**config.mk**
```make
export PLATFORM = sky130hd
export DESIGN_NAME = aud_dsp_flat
export DESIGN_NICKNAME = d
export VERILOG_FILES = /design/src/rtl/aud_pkg.sv /design/src/rtl/aud_if.sv /design/src/rtl/aud_sdiv.sv /design/src/rtl/aud_dsp.sv /design/src/flat_wrapper.sv
export SDC_FILE = /design/constraint.sdc
export NUM_CORES = 1
export LEC_CHECK = 0
export ABC_AREA = 1
export BUFFER_PORTS_ARGS = -buffer_cell sky130_fd_sc_hd__buf_4
export CAP_MARGIN = 0
export CELL_PAD_IN_SITES_DETAIL_PLACEMENT = 0
export CELL_PAD_IN_SITES_GLOBAL_PLACEMENT = 1
export CORE_MARGIN = 2
export CORE_UTILIZATION = 50
export CTS_BUF_LIST = sky130_fd_sc_hd__clkbuf_4 sky130_fd_sc_hd__clkbuf_8
export CTS_CLUSTER_DIAMETER = 120
export DETAILED_ROUTE_END_ITERATION = 10
export GPL_ROUTABILITY_DRIVEN = 0
export PLACE_DENSITY = 0.95
export SKIP_CTS_REPAIR_TIMING = 1
export SYNTH_ARGS = -nofsm -noshare
export SYNTH_HDL_FRONTEND = slang
export SYNTH_SLANG_ARGS = --single-unit
```
**constraint.sdc**
```tcl
create_clock -name i_clk -period 13.2 [get_ports i_clk]
set_input_delay 3.96 -clock i_clk [delete_from_list [all_inputs] [get_ports i_clk]]
set_output_delay 3.96 -clock i_clk [all_outputs]
set_load 0.005 [all_outputs]
```
**src/rtl/aud_pkg.sv**
```systemverilog
`default_nettype none
// ============================================================================
//  Module      : aud_pkg
//  Description : Shared types and constants for the aud_dsp playback engine.
//                Provides the top-level state enum, the background fetch
//                sub-state enum, bus widths and a sign-extension helper.
//  Revision    : 1.0 - initial release
// ============================================================================
package aud_pkg;

    localparam int ADDR_W    = 20;  // SRAM word-address width
    localparam int DATA_W    = 16;  // signed PCM sample width
    localparam int SPEED_W   = 3;   // speed field carries N-1, N = 1..8
    localparam int ACC_W     = 20;  // interpolation intermediate width
    localparam int DIV_W     = 4;   // divisor width (N = 1..8, unsigned)
    localparam int MIN_FRAME = 64;  // minimum DACLRCK period in clk cycles

    typedef enum logic [1:0] {
        IDLE  = 2'd0,
        PLAY  = 2'd1,
        PAUSE = 2'd2
    } state_t;

    typedef enum logic [2:0] {
        F_IDLE = 3'd0,  // nothing in flight
        F_RD0  = 3'd1,  // address of s[a] on the bus
        F_RD1  = 3'd2,  // s[a] (then optionally s[a+1]) arriving
        F_DIV  = 3'd3,  // waiting for the divider
        F_RDY  = 3'd4   // prepared sample waiting for a frame tick
    } fetch_t;

    function automatic logic [ACC_W-1:0] sext(input logic [DATA_W-1:0] v);
        return {{(ACC_W-DATA_W){v[DATA_W-1]}}, v};
    endfunction

endpackage
`default_nettype wire

```
**src/rtl/aud_if.sv**
```systemverilog
`default_nettype none
// ============================================================================
//  Module      : aud_if
//  Description : Sample-path bundle of aud_dsp: SRAM read port and the
//                player-side DAC connection. Signal names are written from
//                the engine's point of view.
//  Ports       : o_sram_addr  - SRAM word address
//                i_sram_data  - SRAM read data, valid one cycle after address
//                i_daclrck    - codec left/right frame clock
//                o_dac_data   - sample presented to the player
//                o_en         - player enable
//  Revision    : 1.0 - initial release
// ============================================================================
interface aud_if;
    import aud_pkg::*;

    logic [ADDR_W-1:0] o_sram_addr;
    logic [DATA_W-1:0] i_sram_data;
    logic              i_daclrck;
    logic [DATA_W-1:0] o_dac_data;
    logic              o_en;

    // Engine side
    modport master (
        output o_sram_addr,
        input  i_sram_data,
        input  i_daclrck,
        output o_dac_data,
        output o_en
    );

    // SRAM / codec / player side
    modport slave (
        input  o_sram_addr,
        output i_sram_data,
        output i_daclrck,
        input  o_dac_data,
        input  o_en
    );

endinterface
`default_nettype wire

```
**src/rtl/aud_sdiv.sv**
```systemverilog
`default_nettype none
// ============================================================================
//  Module      : aud_sdiv
//  Description : Sequential signed restoring divider. Divides a 20-bit two's
//                complement dividend by a positive 4-bit divisor, quotient
//                truncated toward zero. One quotient bit per cycle; o_done
//                pulses 21 cycles after i_start. i_abort kills a divide.
//  Ports       : i_clk, i_rst_n   - clock, async active-low reset
//                i_start          - 1-cycle pulse, operands sampled
//                i_abort          - cancel any divide in progress
//                i_dividend       - signed dividend
//                i_divisor        - unsigned divisor (must be non-zero)
//                o_done           - 1-cycle pulse, quotient valid
//                o_quotient       - low DATA_W bits of signed quotient
//  Revision    : 1.0 - initial release
// ============================================================================
module aud_sdiv
    import aud_pkg::*;
(
    input  logic              i_clk,
    input  logic              i_rst_n,
    input  logic              i_start,
    input  logic              i_abort,
    input  logic [ACC_W-1:0]  i_dividend,
    input  logic [DIV_W-1:0]  i_divisor,
    output logic              o_done,
    output logic [DATA_W-1:0] o_quotient
);

    localparam logic [4:0] CNT_INIT = 5'(ACC_W);

    logic             busy_q, busy_d;
    logic [4:0]       cnt_q, cnt_d;
    logic [DIV_W-1:0] rem_q, rem_d;
    logic [ACC_W-1:0] quo_q, quo_d;
    logic [DIV_W-1:0] dvs_q, dvs_d;
    logic             neg_q, neg_d;
    logic             done_q, done_d;

    logic [DIV_W:0]    w_rem_sh;
    logic              w_fit;
    logic [DATA_W-1:0] w_mag;

    // Partial remainder stays below the divisor, so DIV_W bits hold it; the
    // shifted value needs one extra bit only for the compare.
    assign w_rem_sh = {rem_q, quo_q[ACC_W-1]};
    assign w_fit    = (w_rem_sh >= {1'b0, dvs_q});

    always_comb begin
        busy_d = busy_q;
        cnt_d  = cnt_q;
        rem_d  = rem_q;
        quo_d  = quo_q;
        dvs_d  = dvs_q;
        neg_d  = neg_q;
        done_d = 1'b0;

        if (i_abort) begin
            busy_d = 1'b0;
            cnt_d  = 5'd0;
        end else if (i_start) begin
            busy_d = 1'b1;
            cnt_d  = CNT_INIT;
            rem_d  = '0;
            dvs_d  = i_divisor;
            neg_d  = i_dividend[ACC_W-1];
            // Divide magnitudes; -2^19 maps to 2^19 which still fits unsigned.
            quo_d  = i_dividend[ACC_W-1] ? (~i_dividend + 1'b1) : i_dividend;
        end else if (busy_q) begin
            quo_d = {quo_q[ACC_W-2:0], w_fit};
            rem_d = w_fit ? (w_rem_sh[DIV_W-1:0] - dvs_q) : w_rem_sh[DIV_W-1:0];
            cnt_d = cnt_q - 5'd1;
            if (cnt_q == 5'd1) begin
                busy_d = 1'b0;
                done_d = 1'b1;
            end
        end
    end

    always_ff @(posedge i_clk or negedge i_rst_n) begin
        if (!i_rst_n) begin
            busy_q <= 1'b0;
            cnt_q  <= 5'd0;
            rem_q  <= '0;
            quo_q  <= '0;
            dvs_q  <= '0;
            neg_q  <= 1'b0;
            done_q <= 1'b0;
        end else begin
            busy_q <= busy_d;
            cnt_q  <= cnt_d;
            rem_q  <= rem_d;
            quo_q  <= quo_d;
            dvs_q  <= dvs_d;
            neg_q  <= neg_d;
            done_q <= done_d;
        end
    end

    assign w_mag      = quo_q[DATA_W-1:0];
    assign o_quotient = neg_q ? (~w_mag + 1'b1) : w_mag;
    assign o_done     = done_q;

endmodule
`default_nettype wire

```
**src/rtl/aud_dsp.sv**
```systemverilog
`default_nettype none
// ============================================================================
//  Module      : aud_dsp
//  Description : Playback sample engine. Reads signed PCM from SRAM and
//                applies speed control (fast decimation, slow zero-order
//                hold or slow linear interpolation), delivering one sample
//                per DACLRCK frame to the audio player.
//  Ports       : i_clk, i_rst_n        - clock, async active-low reset
//                i_start/i_pause/i_stop - 1-cycle command pulses
//                i_fast, i_slow_mode    - speed mode select
//                i_speed                - N-1, N = 1..8
//                i_end_addr             - address of last valid sample
//                bus (aud_if.master)    - SRAM read port and DAC output
//                o_state                - 0 IDLE, 1 PLAY, 2 PAUSE
//                o_done                 - pulse on reaching end of data
//  Revision    : 1.0 - initial release
// ============================================================================
module aud_dsp
    import aud_pkg::*;
(
    input  logic               i_clk,
    input  logic               i_rst_n,
    input  logic               i_start,
    input  logic               i_pause,
    input  logic               i_stop,
    input  logic               i_fast,
    input  logic               i_slow_mode,
    input  logic [SPEED_W-1:0] i_speed,
    input  logic [ADDR_W-1:0]  i_end_addr,
    aud_if.master              bus,
    output logic [1:0]         o_state,
    output logic               o_done
);

    localparam logic [ADDR_W-1:0] ADDR_ONE = {{(ADDR_W-1){1'b0}}, 1'b1};

    state_t              state_q, state_d;
    fetch_t              fetch_q, fetch_d;
    logic [ADDR_W-1:0]   addr_q, addr_d;        // current source address a
    logic [SPEED_W-1:0]  k_q, k_d;              // repeat index within a
    logic [SPEED_W-1:0]  n_q, n_d;              // latched N-1
    logic                fast_q, fast_d;
    logic                lin_q, lin_d;
    logic                fin_q, fin_d;          // last sample already output
    logic                primed_q, primed_d;    // a sample has been loaded
    logic                en_q, en_d;
    logic                done_q, done_d;
    logic [DATA_W-1:0]   dac_q, dac_d;
    logic [DATA_W-1:0]   pre_q, pre_d;          // prepared next sample
    logic [DATA_W-1:0]   s0_q, s0_d;
    logic                rd_s1_q, rd_s1_d;      // second read (s[a+1]) pending
    logic [ADDR_W-1:0]   sram_addr_q, sram_addr_d;
    logic                lrck_q, lrck_d;

    logic                w_tick;
    logic [DIV_W-1:0]    w_n;
    logic [DIV_W-1:0]    w_nk;
    logic [ADDR_W:0]     w_a_ext;
    logic [ADDR_W:0]     w_end_ext;
    logic [ADDR_W:0]     w_fast_next;
    logic [ADDR_W-1:0]   w_addr_inc;
    logic                w_need_s1;
    logic [ACC_W-1:0]    w_num;
    logic                w_div_start;
    logic                w_div_abort;
    logic                w_div_done;
    logic [DATA_W-1:0]   w_quo;

    // Frame tick: falling edge of DACLRCK against its registered copy.
    assign w_tick      = lrck_q & ~bus.i_daclrck;

    assign w_n         = {1'b0, n_q} + 4'd1;
    assign w_nk        = w_n - {1'b0, k_q};
    assign w_a_ext     = {1'b0, addr_q};
    assign w_end_ext   = {1'b0, i_end_addr};
    assign w_fast_next = w_a_ext + {{(ADDR_W+1-DIV_W){1'b0}}, w_n};
    assign w_addr_inc  = addr_q + ADDR_ONE;

    // The neighbour sample is needed only for a real interpolation point; at
    // the end of data s1 falls back to s0, making the result exactly s0.
    assign w_need_s1   = lin_q && (k_q != '0) && (w_a_ext < w_end_ext);

    // s0*(N-k) + s1*k; s1 is on the SRAM bus during the second read cycle.
    assign w_num = $signed(sext(s0_q)) * $signed({{(ACC_W-DIV_W){1'b0}}, w_nk})
                 + $signed(sext(bus.i_sram_data))
                 * $signed({{(ACC_W-SPEED_W){1'b0}}, k_q});

    aud_sdiv u_div (
        .i_clk      (i_clk),
        .i_rst_n    (i_rst_n),
        .i_start    (w_div_start),
        .i_abort    (w_div_abort),
        .i_dividend (w_num),
        .i_divisor  (w_n),
        .o_done     (w_div_done),
        .o_quotient (w_quo)
    );

    always_comb begin
        state_d     = state_q;
        fetch_d     = fetch_q;
        addr_d      = addr_q;
        k_d         = k_q;
        n_d         = n_q;
        fast_d      = fast_q;
        lin_d       = lin_q;
        fin_d       = fin_q;
        primed_d    = primed_q;
        en_d        = en_q;
        done_d      = 1'b0;
        dac_d       = dac_q;
        pre_d       = pre_q;
        s0_d        = s0_q;
        rd_s1_d     = rd_s1_q;
        sram_addr_d = sram_addr_q;
        lrck_d      = bus.i_daclrck;
        w_div_start = 1'b0;
        w_div_abort = 1'b0;

        // ---------------- background fetch ----------------
        case (fetch_q)
            F_RD0: begin
                // Pipeline the neighbour address right behind s[a].
                if (w_need_s1) begin
                    sram_addr_d = w_addr_inc;
                end
                rd_s1_d = 1'b0;
                fetch_d = F_RD1;
            end
            F_RD1: begin
                if (!rd_s1_q) begin
                    s0_d = bus.i_sram_data;
                    if (w_need_s1) begin
                        rd_s1_d = 1'b1;
                    end else begin
                        pre_d   = bus.i_sram_data;
                        fetch_d = F_RDY;
                    end
                end else begin
                    w_div_start = 1'b1;
                    rd_s1_d     = 1'b0;
                    fetch_d     = F_DIV;
                end
            end
            F_DIV: begin
                if (w_div_done) begin
                    pre_d   = w_quo;
                    fetch_d = F_RDY;
                end
            end
            default: ;
        endcase

        // ---------------- commands and frame ticks ----------------
        if (i_stop) begin
            state_d     = IDLE;
            fetch_d     = F_IDLE;
            addr_d      = '0;
            k_d         = '0;
            fin_d       = 1'b0;
            primed_d    = 1'b0;
            en_d        = 1'b0;
            dac_d       = '0;
            rd_s1_d     = 1'b0;
            sram_addr_d = '0;
            w_div_start = 1'b0;
            w_div_abort = 1'b1;
        end else begin
            case (state_q)
                IDLE: begin
                    if (i_start) begin
                        state_d     = PLAY;
                        addr_d      = '0;
                        k_d         = '0;
                        fast_d      = i_fast;
                        lin_d       = ~i_fast & i_slow_mode;
                        n_d         = i_speed;
                        fin_d       = 1'b0;
                        primed_d    = 1'b0;
                        en_d        = 1'b0;
                        rd_s1_d     = 1'b0;
                        sram_addr_d = '0;
                        fetch_d     = F_RD0;
                    end
                end
                PLAY: begin
                    if (i_pause) begin
                        state_d = PAUSE;
                        en_d    = 1'b0;
                    end else if (w_tick) begin
                        if (fin_q) begin
                            state_d  = IDLE;
                            done_d   = 1'b1;
                            en_d     = 1'b0;
                            fin_d    = 1'b0;
                            primed_d = 1'b0;
                            addr_d   = '0;
                            k_d      = '0;
                        end else if (fetch_q == F_RDY) begin
                            dac_d    = pre_q;
                            en_d     = 1'b1;
                            primed_d = 1'b1;
                            fetch_d  = F_IDLE;
                            if (fast_q) begin
                                // 21-bit compare: a+N never wraps.
                                if (w_fast_next > w_end_ext) begin
                                    fin_d = 1'b1;
                                end else begin
                                    addr_d      = w_fast_next[ADDR_W-1:0];
                                    k_d         = '0;
                                    fast_d      = i_fast;
                                    lin_d       = ~i_fast & i_slow_mode;
                                    n_d         = i_speed;
                                    sram_addr_d = w_fast_next[ADDR_W-1:0];
                                    fetch_d     = F_RD0;
                                end
                            end else if (k_q == n_q) begin
                                if (addr_q >= i_end_addr) begin
                                    fin_d = 1'b1;
                                end else begin
                                    // New source sample: mode/N may change here.
                                    addr_d      = w_addr_inc;
                                    k_d         = '0;
                                    fast_d      = i_fast;
                                    lin_d       = ~i_fast & i_slow_mode;
                                    n_d         = i_speed;
                                    sram_addr_d = w_addr_inc;
                                    fetch_d     = F_RD0;
                                end
                            end else begin
                                k_d         = k_q + 3'd1;
                                sram_addr_d = addr_q;
                                fetch_d     = F_RD0;
                            end
                        end
                    end
                end
                PAUSE: begin
                    if (i_start) begin
                        state_d = PLAY;
                        en_d    = primed_q;
                    end
                end
                default: state_d = IDLE;
            endcase
        end
    end

    always_ff @(posedge i_clk or negedge i_rst_n) begin
        if (!i_rst_n) begin
            state_q     <= IDLE;
            fetch_q     <= F_IDLE;
            addr_q      <= '0;
            k_q         <= '0;
            n_q         <= '0;
            fast_q      <= 1'b0;
            lin_q       <= 1'b0;
            fin_q       <= 1'b0;
            primed_q    <= 1'b0;
            en_q        <= 1'b0;
            done_q      <= 1'b0;
            dac_q       <= '0;
            pre_q       <= '0;
            s0_q        <= '0;
            rd_s1_q     <= 1'b0;
            sram_addr_q <= '0;
            lrck_q      <= 1'b0;
        end else begin
            state_q     <= state_d;
            fetch_q     <= fetch_d;
            addr_q      <= addr_d;
            k_q         <= k_d;
            n_q         <= n_d;
            fast_q      <= fast_d;
            lin_q       <= lin_d;
            fin_q       <= fin_d;
            primed_q    <= primed_d;
            en_q        <= en_d;
            done_q      <= done_d;
            dac_q       <= dac_d;
            pre_q       <= pre_d;
            s0_q        <= s0_d;
            rd_s1_q     <= rd_s1_d;
            sram_addr_q <= sram_addr_d;
            lrck_q      <= lrck_d;
        end
    end

    assign bus.o_sram_addr = sram_addr_q;
    assign bus.o_dac_data  = dac_q;
    assign bus.o_en        = en_q;
    assign o_state         = state_q;
    assign o_done          = done_q;

endmodule
`default_nettype wire

```
**src/flat_wrapper.sv**
```systemverilog
// flat-port wrapper written by rule: the top's interface ports become plain ports
module aud_dsp_flat import aud_pkg::*;
  (i_clk, i_rst_n, i_start, i_pause, i_stop, i_fast, i_slow_mode, i_speed, i_end_addr, o_state, o_done, bus_o_sram_addr, bus_i_sram_data, bus_i_daclrck, bus_o_dac_data, bus_o_en);
  aud_if bus_i ();
  input  logic i_clk;
  input  logic i_rst_n;
  input  logic i_start;
  input  logic i_pause;
  input  logic i_stop;
  input  logic i_fast;
  input  logic i_slow_mode;
  input  logic [SPEED_W-1:0] i_speed;
  input  logic [ADDR_W-1:0] i_end_addr;
  output logic [1:0] o_state;
  output logic o_done;
  output wire logic [$bits(bus_i.o_sram_addr)-1:0] bus_o_sram_addr;
  input wire logic [$bits(bus_i.i_sram_data)-1:0] bus_i_sram_data;
  input wire logic [$bits(bus_i.i_daclrck)-1:0] bus_i_daclrck;
  output wire logic [$bits(bus_i.o_dac_data)-1:0] bus_o_dac_data;
  output wire logic [$bits(bus_i.o_en)-1:0] bus_o_en;
  assign bus_o_sram_addr = bus_i.o_sram_addr;
  assign bus_i.i_sram_data = bus_i_sram_data;
  assign bus_i.i_daclrck = bus_i_daclrck;
  assign bus_o_dac_data = bus_i.o_dac_data;
  assign bus_o_en = bus_i.o_en;
  aud_dsp u_core (.i_clk(i_clk), .i_rst_n(i_rst_n), .i_start(i_start), .i_pause(i_pause), .i_stop(i_stop), .i_fast(i_fast), .i_slow_mode(i_slow_mode), .i_speed(i_speed), .i_end_addr(i_end_addr), .bus(bus_i), .o_state(o_state), .o_done(o_done));
endmodule
```
==> metrics.md, run 1 <==
| Metric | Value |
|---|---|
| Data required, critical path | between 10 and 15 ns |
| # setup viols final | 0 |
| Setup crit end kind | flop |
| Clk_lat worst skew | 0.50 ns |
| Filler instances | around 3000 |
| Mapped Area | 15400 um^2 |
| Main synth FF type | dfrtp_1 |
| Multi-input logic area | just under 10000 um^2 |
| Initial DRC Count | 1139 |
| Vias per cell | 5.42 |
| Mux contribution to synthesized area | less than 1% |
| Total of max-cap violations | 0 |
| # placed instances | 2673 |
| Hold Startpoint | u_core.u_div.quo_q[16]$_DFFE_PN0P_ |
| Min Clock Period, post-route | a little under 8 ns |
| Die width | 180 um |
| CTS max path bufs | 2 |
| CP Data Arrival Time | 8.31 ns |
| Count of pins over their slew limit | 0 |
| CP Cell Sequence | buf_4, nand2_1, inv_1, ha_1, fa_1, fa_1, inv_1, fa_1, inv_1, ha_1, a21oi_1, o21ai_0, a21oi_1, nand4_1, nand2_2, nand2_1, xnor2_1, o21ai_1, nand2_1 |
| Xor and xnor area share after synthesis | approximately 2.6% |
| Layout area overhead | 8.26% |
| Initial antenna violation count | 0 |
| Worst slew pin tran | 1.02 ns |
| Largest net degree at the start of global routing | 74 |
| Global Route Usage Sum | 29.1% |
| DRC violations left | 0 |
| CP peak stage delay | 0.56 ns |
| Hpwl dp | 35.5 mm |
| TritonCTS Buffers | 17 |
| Synthesized Nets | 2500 |
| WHS Endpoint | u_core.u_div.quo_q[16]$_DFFE_PN0P_ |
| CTS root buf | clkbuf_8 |
| Post-synth EDFFs | 0 |
| CP bufs+invs | 4 |
| DRT antenna net count | 0 |
| Asr flop ratio synth | 100% |
| Die H | about 180 um |
| Netlist cell types | between 50 and 60 |
| Kind of critical path | input port to flop |
| Yosys warns | 0 |
| #FFs+latches synth | 143 |
| Final Hold Fails | 0 |
| Final worst path period share | between 60% and 70% |
| Wirelength per Cell | approximately 17 um |
| Reg area | between 3000 and 4000 um^2 |
| Grt ovf | 0 |
| Clock sinks | 143 |
| Vias in the first global route | 14700 |
| Outcome | finished, final reports clean |
| Crit path launch type | input port |
| WL final | 45.8 mm |
| Synth Area in Simple Gates | 28.6% |
| Worst Hold Depth | 2 |
| CTS tree | done |
| Routed vias | ~15000 |
| Die area | between 30000 and 40000 um^2 |
| Skew final | 0.0264 ns |
| CTS clk-pin slew, worst paths | 0.09 ns |
| Non-Filler Instances | 2705 |
| Syn Inst Count | 2247 |
| Register area share after synthesis | 23.2% |
| R2r startpoint | u_core.k_q[2]$_DFFE_PN0P_ |
| Relative slew slack | 32.1% |
| FF-to-FF End | u_core.u_div.quo_q[11]$_DFFE_PN0P_ |
| Port bufs | 86 |
| Hold Crit Class | flop to flop |
| Final net count | 2549 |
| Fin Hold WS | 0.500 ns |
| Core box area | ~31000 um^2 |
| Finished layout cell area | 16700 um^2 |
| First-pass GRT wire length | ~76 mm |
| Synth Area in Adders | 20.7% |
| Diode count | 0 |
| Top cell family by delay on the critical path | adder cells |
| Rows | 64 |
| Ports | 87 |
| Area after DPL | 16300 um^2 |
| Flop2flop setup slack | 6.41 ns |
| Fraction of layout cells with a size suffix above 1 | 9.53% |
| H-Tree Depth | 4 |
| Total negative slack | 0 ns |
| Drt first pass iters | 9 |
| CP max stage cell | fa_1 |
| Worst-path maximum fanout | 15 |
| Synth Area in Compound Gates | 11.2% |
| Largest family of logic cells by synthesized area | simple AND/OR/NAND/NOR gates |
| Syn_area_per_cell | about 7 um^2 |
| Max Clk Rate | 126 MHz |
| RSZ-0062 raised after global routing | false |
| Starting Density | 50.6% |
| Worst reg2reg path depth | 29 |
[state kept, by name (all words and copies together) (netlist names), 2 cells and up]
register	flops
u_core.fetch_q	3
u_core.u_div.quo_q	20
u_core.u_div.cnt_q	5
u_core.o_state	2
u_core.addr_q	20
u_core.n_q	3
u_core.bus.o_sram_addr	20
u_core.u_div.rem_q	4
u_core.pre_q	16
u_core.bus.o_dac_data	16
u_core.s0_q	16
u_core.u_div.dvs_q	4
u_core.k_q	3
[area by class of cell]
cell class	instances	share of cell area, %
multi-input cells	1570	58.5
flip-flops and latches	143	21.4
inverters	468	10.5
repair buffers	96	4.34
well taps	396	2.97
clock buffers	17	1.40
clock inverters	15	0.891
[cells in the final DEF (no fill, tap or decap), types with 8 or more instances in the layout]
cell type	synthesis	layout
a31oi_1	9	9
buf_4	6	95
o21ai_1	32	32
nand2_2	11	11
nor2_1	132	130
ha_1	123	123
dfrtp_1	143	143
o21ai_2	21	21
nor3_1	18	17
xor2_1	37	37
inv_1	450	450
nand2_1	596	596
o21ai_0	104	104
a21oi_1	93	93
clkbuf_8	0	17
xnor2_1	8	8
nand4_1	39	39
nor2_2	8	10
and2_1	17	17
o22ai_1	24	24
nand3_1	148	148
fa_1	83	83
nand3_2	8	8
inv_2	16	16
[how the worst max path moves through the flow]
| stage | start | endpoint | slack, ns | depth (start not counted) |
|---|---|---|---|---|
| after floorplan | bus_i_sram_data[2] | u_core.u_div.quo_q[12]$_DFFE_PN0P_ | 5.49 | 22 |
| after global placement | bus_i_sram_data[15] | u_core.u_div.quo_q[12]$_DFFE_PN0P_ | 4.82 | 21 |
| after detailed placement | bus_i_sram_data[15] | u_core.u_div.quo_q[11]$_DFFE_PN0P_ | 4.77 | 19 |
| after CTS | bus_i_sram_data[15] | u_core.u_div.quo_q[11]$_DFFE_PN0P_ | 5.28 | 19 |
| after global routing | bus_i_sram_data[15] | u_core.u_div.quo_q[11]$_DFFE_PN0P_ | 5.06 | 19 |
| final | bus_i_sram_data[15] | u_core.u_div.quo_q[11]$_DFFE_PN0P_ | 5.25 | 19 |
[kinds of logic after synthesis]
family,Yosys count
compound gates,306
xor+xnor,45
fa+ha+maj,206
buf+inv,534
flops,143
mux,1
simple gates,1012
[metrics by stage]
stage | setup slack, ns | util, %
floorplan | 5.49 | -
global placement | 4.82 | 53.5
detailed placement | 4.77 | 53.5
CTS | 5.28 | 54.8
global route | 5.06 | 54.8
finish | 5.25 | 54.8
[synth_stat cells (11+ instances only)]
master	instances	area share [%]
o21ai_0	104	3.4
buf_2	17	0.55
o21ai_1	32	1.0
xor2_1	37	2.1
ha_1	123	10
o21ai_2	21	1.2
and2_1	17	0.69
nand2_1	596	14
inv_1	450	11
a21oi_1	93	3.0
clkbuf_1	33	0.80
nor3_1	18	0.58
nand4_1	39	1.6
dfrtp_1	143	23
nand3_1	148	4.8
inv_2	16	0.39
nand2_2	11	0.45
o22ai_1	24	0.97
fa_1	83	11
nor2_1	132	3.2
[metal layers]
layer	routed length, um	vias to the layer above	track usage [%]
met5	0	-	0
met4	2400	0	15.0
met3	2440	128	3.48
met2	21600	491	48.7
met1	19300	6921	37.0
li1	-	7130	-
[worst min-delay path: stages, from the launching register on]
cell,delay [ns]
dfrtp_1,0.36
nand2_1,0.06
nand2_1,0.06
Power of run 1 is left out: the tool's default activity adds up to more than one toggle a clock period on the data nets, which glitch-free logic cannot reach.
==> run 2, diff against run 1 <==
Settings changed: CORE_UTILIZATION 50 to 47.
Clock period 13.2 ns to 7.5 ns, I/O delays scaled along.
==> run 2 against run 1 <==
Against the previous run:
- non-clock buffer count increased by 2
- hold slack got worse by 0.0097 ns
- worst setup slack got worse by 4.4 ns
- sequential share of layout area decreased by 0.089 points
- largest cell class unchanged
- core utilization decreased by 3.1 points
- clock skew about the same
- critical path depth increased by 13
- global-route usage decreased by 1.5 points
- final area increased by 0.42%
- first-iteration DRC count decreased by 4.5%
==> metrics.md, run 2 (same netlist as run 1, synthesis figures left out) <==
| Metric | Value |
|---|---|
| Clock sinks | 143 |
| CTS clk-pin slew, worst paths | 0.08 ns |
| CTS max path bufs | 2 |
| Vias in the first global route | 14600 |
| Fraction of layout cells with a size suffix above 1 | approximately a tenth |
| Top cell family by delay on the critical path | adder cells |
| FF-to-FF End | u_core.u_div.quo_q[15]$_DFFE_PN0P_ |
| Total of max-cap violations | 0 |
| Fin Hold WS | ~0.5 ns |
| Global Route Usage Sum | between 20 and 30% |
| Worst slew pin tran | around 1.2 ns |
| Most used cell, CP | nand2_1 |
| CP Data Arrival Time | 7.06 ns |
| Ports | 87 |
| RSZ-0062 raised after global routing | false |
| Total negative slack | 0 ns |
| # setup viols final | 0 |
| Relative slew slack | 22.7% |
| WL final | 45.6 mm |
| Min Clock Period, post-route | 6.69 ns |
| Final net count | 2551 |
| Clk_lat worst skew | ~0.49 ns |
| Drt first pass iters | 9 |
| Final Hold Fails | 0 |
| CP peak stage delay | 0.57 ns |
| Hold Startpoint | u_core.u_div.quo_q[16]$_DFFE_PN0P_ |
| Starting Density | 47.5% |
| CP max stage cell | fa_1 |
| Routed vias | 14700 |
| Most frequent cells in the layout | nand2_1 (596), inv_1 (450), nand3_1 (148) |
| CTS root buf | clkbuf_8 |
| Data required, critical path | 7.87 ns |
| Worst-path maximum fanout | 13 |
| Diode count | 0 |
| WHS Endpoint | u_core.u_div.quo_q[16]$_DFFE_PN0P_ |
| Final worst path period share | 89.2% |
| Max Clk Rate | 149 MHz |
| Wirelength per Cell | 16.6 um |
| Grt ovf | 0 |
| Die H | 185 um |
| DRC violations left | 0 |
| Flop2flop setup slack | a little over 0.8 ns |
| Layout area overhead | 8.72% |
| CP bufs+invs | 5 |
| DRT antenna net count | 0 |
| TritonCTS Buffers | 17 |
| H-Tree Depth | 4 |
| Initial DRC Count | 1088 |
| Die area | 34300 um^2 |
| Die width | roughly 190 um |
| Core box area | 32500 um^2 |
| Commonest non-fill, non-tap cell in the layout | nand2_1 |
| Count of pins over their slew limit | 0 |
| Hpwl dp | 35.9 mm |
| CTS tree | done |
| Initial antenna violation count | 0 |
| Largest net degree at the start of global routing | 61 |
| Skew final | 0.0260 ns |
| First-pass GRT wire length | 73.9 mm |
| Kind of critical path | flop to flop |
| R2r startpoint | u_core.n_q[0]$_DFFE_PN0P_ |
| Rows | 66 |
| Final Util | 51.7% |
| Outcome | finished, final reports clean |
| Hold Crit Class | flop to flop |
| Crit path launch type | flop |
| Worst Hold Depth | 2 |
| Worst reg2reg path depth | 32 |
| Port bufs | 86 |
| Setup crit end kind | flop |
| Vias per cell | 5.34 |
run 2: cell types whose count changed in the layout (fill, tap and decap cells not counted):
cell | before | now
buf_4 | 95 | 97
clkbuf_4 | 0 | 2
clkinv_2 | 1 | 0
clkinv_4 | 3 | 5
clkinvlp_4 | 2 | 3
inv_6 | 7 | 4
inv_8 | 1 | 0
run 2: area by class of cell:
cell class | instances | area, um^2
fillers | 3221 | 15700
repair buffers | 98 | 739
inverters | 468 | 1760
well taps | 442 | 553
clock inverters | 13 | 131
clock buffers | 19 | 249
flip-flops and latches | 143 | 3580
multi-input cells | 1570 | 9770
run 2: per-layer routing:
layer / wire length [um] / track usage (%) / share of wire (%)
met5: 0 / 0 / 0
met4: 2120 / 13.1 / 4.6
met3: 2940 / 3.44 / 6.5
met2: 21400 / 47.0 / 47
met1: 19100 / 34.8 / 42
run 2: how the worst max path moves through the flow:
stage          slack [ns]                      start  cells after the start                            endpoint
5_1_grt              0.46  u_core.n_q[0]$_DFFE_PN0P_                     32  u_core.u_div.quo_q[15]$_DFFE_PN0P_
6_report             0.81  u_core.n_q[0]$_DFFE_PN0P_                     32  u_core.u_div.quo_q[15]$_DFFE_PN0P_
2_1_floorplan        1.50         bus_i_sram_data[2]                     22  u_core.u_div.quo_q[12]$_DFFE_PN0P_
3_3_place_gp         0.91         bus_i_sram_data[4]                     26  u_core.u_div.quo_q[15]$_DFFE_PN0P_
3_5_place_dp         0.84         bus_i_sram_data[4]                     26  u_core.u_div.quo_q[15]$_DFFE_PN0P_
4_1_cts              0.92  u_core.n_q[0]$_DFFE_PN0P_                     32  u_core.u_div.quo_q[15]$_DFFE_PN0P_
run 2: per-stage QoR:
step	instance area (um^2)	setup WS [ns]	cells
2_1_floorplan	15400	1.50	2247
3_3_place_gp	16400	0.906	2721
3_5_place_dp	16400	0.840	2721
4_1_cts	16800	0.923	2753
5_1_grt	16800	0.464	2753
6_report	16800	0.806	2753
run 2: worst reg2reg max path: cells and delay by family (launching register included):
family | cells | cell delay [ns]
fa+ha+maj | 7 | 3.01
simple gates | 19 | 2.10
buf+inv | 5 | 0.70
flops | 1 | 0.43
xor+xnor | 1 | 0.37
Power of run 2 is left out for the same reason.
